`config.mk`:
```
export PLATFORM = sky130hd
export DESIGN_NAME = fir_fp_coeff_bank
export DESIGN_NICKNAME = d
export VERILOG_FILES = /design/src/rtl/fir_fp_coeff_bank.sv
export SDC_FILE = /design/constraint.sdc
export NUM_CORES = 1
export LEC_CHECK = 0
export ABC_AREA = 0
export CAP_MARGIN = 30
export CORE_MARGIN = 10
export CORE_UTILIZATION = 53
export CTS_BUF_LIST = sky130_fd_sc_hd__clkbuf_8 sky130_fd_sc_hd__clkbuf_16
export DETAILED_ROUTE_END_ITERATION = 7
export GPL_TIMING_DRIVEN = 0
export PLACE_DENSITY = 0.9
export SETUP_SLACK_MARGIN = 0.3
export SYNTH_ARGS = -nofsm -noshare
export SYNTH_HDL_FRONTEND = slang
export SYNTH_SLANG_ARGS = --single-unit
```
`constraint.sdc`:
```
create_clock -name Clk -period 12.7 [get_ports Clk]
set_input_delay 3.175 -clock Clk [delete_from_list [all_inputs] [get_ports Clk]]
set_output_delay 3.175 -clock Clk [all_outputs]
set_load 0.05 [all_outputs]
```
`src/rtl/fir_fp_coeff_bank.sv`:
```
// Coefficient bank for the 4-tap single-precision FIR.
// A burst of four IEEE-754 words is collected into shadow registers,
// screened for Inf/NaN, and then copied to b0..b3 in one cycle so the
// filter never sees a mix of old and new taps.
//
// state  | meaning
// IDLE   | no burst open, waiting for Load_Start
// LOAD   | accepting coefficient words into the shadow registers
// PEND   | clean burst held, waiting for Sample_Strobe
// COMMIT | copy shadow to active taps this cycle
module fir_fp_coeff_bank #(
  parameter int NTAPS        = 4,
  parameter bit STROBE_ALIGN = 1'b1
) (
  input  logic        Clk,
  input  logic        Rst,
  input  logic        Load_Start,
  input  logic        Load_Valid,
  input  logic [31:0] Load_Data,
  output logic        Load_Ready,
  input  logic        Sample_Strobe,
  output logic [31:0] b0,
  output logic [31:0] b1,
  output logic [31:0] b2,
  output logic [31:0] b3,
  output logic        Coef_Valid,
  output logic        Busy,
  output logic        Err
);

  localparam int CNT_W = $clog2(NTAPS);

  typedef enum logic [1:0] {
    IDLE   = 2'd0,
    LOAD   = 2'd1,
    PEND   = 2'd2,
    COMMIT = 2'd3
  } state_t;

  state_t                  state_q, state_d;
  logic [CNT_W-1:0]        cnt_q, cnt_d;
  logic                    bad_q, bad_d;
  logic                    err_q, err_d;
  logic                    cv_q, cv_d;
  logic [NTAPS-1:0][31:0]  shadow_q, shadow_d;
  logic [NTAPS-1:0][31:0]  act_q, act_d;

  logic word_bad;
  logic last_word;

  // Exponent all-ones marks Inf or NaN; sign and denormals pass through.
  assign word_bad  = &Load_Data[30:23];
  assign last_word = (cnt_q == CNT_W'(NTAPS - 1));

  // Next-state, burst framing and commit logic.
  always_comb begin
    state_d  = state_q;
    cnt_d    = cnt_q;
    bad_d    = bad_q;
    err_d    = 1'b0;
    cv_d     = cv_q;
    shadow_d = shadow_q;
    act_d    = act_q;

    case (state_q)
      IDLE: begin
        if (Load_Start) begin
          state_d = LOAD;
          cnt_d   = '0;
          bad_d   = 1'b0;
        end
      end

      LOAD: begin
        // A fresh Load_Start always reframes, even on the 4th word.
        if (Load_Start) begin
          cnt_d = '0;
          bad_d = 1'b0;
        end else if (Load_Valid) begin
          shadow_d[cnt_q] = Load_Data;
          bad_d           = bad_q | word_bad;
          cnt_d           = cnt_q + CNT_W'(1);
          if (last_word) begin
            cnt_d = '0;
            if (bad_q | word_bad) begin
              err_d   = 1'b1;
              bad_d   = 1'b0;
              state_d = IDLE;
            end else if (STROBE_ALIGN) begin
              state_d = PEND;
            end else begin
              state_d = COMMIT;
            end
          end
        end
      end

      PEND: begin
        if (Load_Start) begin
          state_d = LOAD;
          cnt_d   = '0;
          bad_d   = 1'b0;
        end else if (Sample_Strobe) begin
          state_d = COMMIT;
        end
      end

      COMMIT: begin
        // The commit always completes; a coincident start opens the next burst.
        act_d   = shadow_q;
        cv_d    = 1'b1;
        state_d = IDLE;
        if (Load_Start) begin
          state_d = LOAD;
          cnt_d   = '0;
          bad_d   = 1'b0;
        end
      end

      default: state_d = IDLE;
    endcase
  end

  // State, shadow and active tap registers.
  always_ff @(posedge Clk or posedge Rst) begin
    if (Rst) begin
      state_q  <= IDLE;
      cnt_q    <= '0;
      bad_q    <= 1'b0;
      err_q    <= 1'b0;
      cv_q     <= 1'b0;
      shadow_q <= '0;
      act_q    <= '0;
    end else begin
      state_q  <= state_d;
      cnt_q    <= cnt_d;
      bad_q    <= bad_d;
      err_q    <= err_d;
      cv_q     <= cv_d;
      shadow_q <= shadow_d;
      act_q    <= act_d;
    end
  end

  assign Load_Ready = (state_q == LOAD);
  assign Busy       = (state_q == LOAD) | (state_q == PEND);
  assign Err        = err_q;
  assign Coef_Valid = cv_q;
  assign b0         = act_q[0];
  assign b1         = act_q[1];
  assign b2         = act_q[2];
  assign b3         = act_q[3];

endmodule

```
==> run summary <==
The floorplan step defined a die boundary enclosing 25810 µm². 169 I/O pins were placed. The detailed-placement wirelength estimate came out at 15970 µm. In the synthesized netlist the dominant register cell turns out to be dfrtp_1. In this run the post-CTS setup repair buffer count came out at 0. The total count of max-transition violations in the final report came out at 0. Between clock sinks in the finished design, the worst skew comes to 0.01277 ns. The average size of a mapped cell is 17.60 µm², and the highest fanout seen on the critical path is 4. In this run the deepest clock path goes through 3 buffers. The run gives 0 as the count of antenna diodes in the layout.

At the worst endpoint, the required time is 9.52 ns. Of all cell types, the one taking the most synthesized area is dfrtp_1. The critical path is of the reg -> out type. The via count of the first global-routing pass is 6280, and the synthesis-to-layout area growth is 28.54%. At the later pin of the worst-skew pair, clock insertion delay measures 0.52 ns. The routed layout has 5584 vias.

In this run the standard cell core region covers 19460 µm². Busiest metal layer after global routing: met2. The clock sink count is 263, and the final routed wirelength across all metal layers is 23080 µm. The number of CTS-inserted buffers was 27. The netlist uses 34 different library cells. The run gives 62.75% as the sequential fraction of the synthesis area. Counting every net in the synthesized netlist gives 641. The flow ran to the end, and the final reports show no timing, DRC or antenna violations.

The logs give 0 for the final routed DRC violation total and 23.03% for the met1 usage in global routing. The multi-input logic area was 3600 µm²; the total standard cell area after synthesis was 10490 µm². Combinational logic burns 18.4% of the power. Measured on the finished design, the core utilization comes to 69.26%.

The CTS H-tree depth is 1, and the count of synthesis-stage warnings from yosys is 0. The pre-antenna-repair detailed-routing pass consisted of 4 iterations. Dividing total power by cell area gives a power density of 173.9 nW/µm².

The final worst-path cycle share was 41.86%. The library cell with the highest instance count after synthesis is dfrtp_1. Counting I/O delays and the setup requirement, the final critical path takes 5.316 ns.

The tools report the met2 usage in global routing as 29.24%. The tools report the critical path launch point type as a flop. For this run, the total global-route usage over all layers was measured as 17.67%. Setup repair after global routing left no endpoint under its margin. Buffers placed on the I/O ports in this run total 167. Across the VDD grid, the largest voltage drop is 0.0001477 V. The starting density of the core is 53.89%, and the critical path arrival is 2.14 ns.

The number of enable-type register cells in the synthesized netlist is 0, and the first-pass GRT wire length is 36930 µm. For this block, the initial DRC count from the detailed router was 181. The routed wirelength normalized by instance count is 21.41 µm. Cell leakage power: 0.006799 µW. For the pin with the worst max-slew slack, the measured transition is 0.6010 ns. The tightest min-delay check is of the reg -> reg type.

The worst setup path is captured at an output port. The number of maximum-capacitance violations was 0; the internal power was 1759 µW. For the number of nets in the finished design, the log shows 839. The via density per instance is 5.180. By count the netlist is led by 263 x dfrtp_1, 164 x mux2_2, 90 x mux2_4. Summed over all nets, the switching power comes to 584.8 µW.

The tools report the number of rows in the core area as 51. Counting every instance in the synthesized netlist gives 596. The maximum clock frequency was 188.1 MHz; the final-report setup violation count was 0. TritonCTS built the clock tree.

The area share of the largest cell type after synthesis was 62.75%; the number of register bits inferred by synthesis was 263. The sequential cell area in the final layout was 6581 µm². Sequential cells burn 47.0% of the power. The tools report the met3 layer usage reported by global route as 3.860%. The number of antenna violations at the first check in global routing was 0; the relative slew slack was 59.93%.

After global routing the overflow that remains totals 0. For the number of hold buffers added after cts, the log shows 0. The switching power share of the total is 24.95%, and the hold violation total from the final report is 0.

Share of layout cells above drive strength 1: 41.45%. In this run the vertical extent of the chip is 160.7 µm. In this run, post-CTS repair resized a total of 0 instances. Entering global routing, the biggest net connects 111 pins. The root cell of the clock tree is clkbuf_16. The final-layout fill cell count came out at 1298. After synthesis, the cell types taking the most area are dfrtp_1 63%, mux2_2 18%, mux2_4 13%, buf_12 1.7%, ha_1 0.95%. Total power of the final layout: 2344 µW. Of the total power, the clock network draws 34.6%. The logs give 0 for the remaining antenna violation count after routing and 0.7710 for the routability congestion estimate from global placement.

The floorplan die width is 160.7 µm. The clock transition at the registers of the reported paths was 0.06 ns. The share of flip-flops with an asynchronous set or reset was 100.0%.
==> registers in the layout (all words and copies together) (netlist names) <==
name	cells
shadow_q	128
b0	32
b1	32
b2	32
b3	32
cnt_q	2
state_q	2
Coef_Valid	1
Err	1
bad_q	1
==> power by group through the flow <==
| stage | clock (µW) | sequential (µW) | combinational [µW] |
|---|---|---|---|
| 2_1_floorplan | 0 | 1120 | 306 |
| 3_3_place_gp | 0 | 1100 | 419 |
| 3_5_place_dp | 0 | 1110 | 437 |
| 4_1_cts | 825 | 1100 | 437 |
| 5_1_grt | 857 | 1120 | 459 |
| 6_report | 812 | 1100 | 432 |
==> critical path: stages, from the launching register on <==
cell,delay [ns]
dfrtp_1,0.40
inv_1,0.11
ha_1,0.30
clkdlybuf4s50_1,0.81
==> final timing paths <==
check                            from      endpoint  slack (ns)  cells after the start
max reg2reg                state_q[1]        b3[19]       10.57                      4
max                        state_q[1]          Busy        7.38                      3
max in group asynchronous         Rst         b3[2]        8.71                      3
min reg2reg                Coef_Valid    Coef_Valid        0.48                      1
min                        Coef_Valid    Coef_Valid        0.48                      1
min in group asynchronous         Rst  shadow_q[51]        3.11                      2
==> placed cells by master, fill, tap and decap left out, types with 2 or more instances in the layout <==
master	count
buf_16	2
buf_2	17
dfrtp_1	263
clkbuf_8	8
ha_1	8
clkinv_2	4
nand2_4	3
nor2_1	3
mux2_1	2
a21oi_1	4
nand2_1	3
mux2_2	164
clkdlybuf4s50_1	167
mux2i_1	2
inv_1	8
and4_1	2
o21ai_0	2
mux2_4	90
bufinv_16	3
clkbuf_16	27
buf_12	9
==> layer usage <==
layer | up-vias | wire, µm
met5 | - | 0
met4 | 0 | 431
met3 | 33 | 1148
met2 | 124 | 11190
met1 | 2916 | 10310
li1 | 2511 | -
==> through the flow <==
step                setup WS (ns)  hold slack (ns)  std cells  instance area [µm²]  setup TNS, ns
finish                      7.384           0.4790       1078                13480              0
floorplan                   2.285           0.4585        596                10490              0
global route                7.314           0.5087       1078                13480              0
CTS                         7.348           0.4818       1078                13480              0
detailed placement          7.777           0.4630       1030                12550              0
global placement          -0.6466           0.4519       1028                12490        -164.64
==> kinds of logic (layout without fill, tap and decap cells) <==
family	Yosys count	in the layout	share of synthesized area, %
compound gates	12	12	0.7637
flops	263	263	62.75
fa+ha+maj	8	8	0.9545
simple gates	21	21	1.706
buf+inv	34	251	2.923
mux	258	258	30.90
==> final cells by class <==
type,count,area share (%)
Sequential cell,263,48.82
Multi-Input combinational cell,299,26.70
Timing Repair Buffer,169,12.81
Clock buffer,35,5.829
Tap cell,265,2.460
Buffer,29,2.135
Clock inverter,13,1.049
Inverter,5,0.1949
Power figures use the tool's default switching activity.
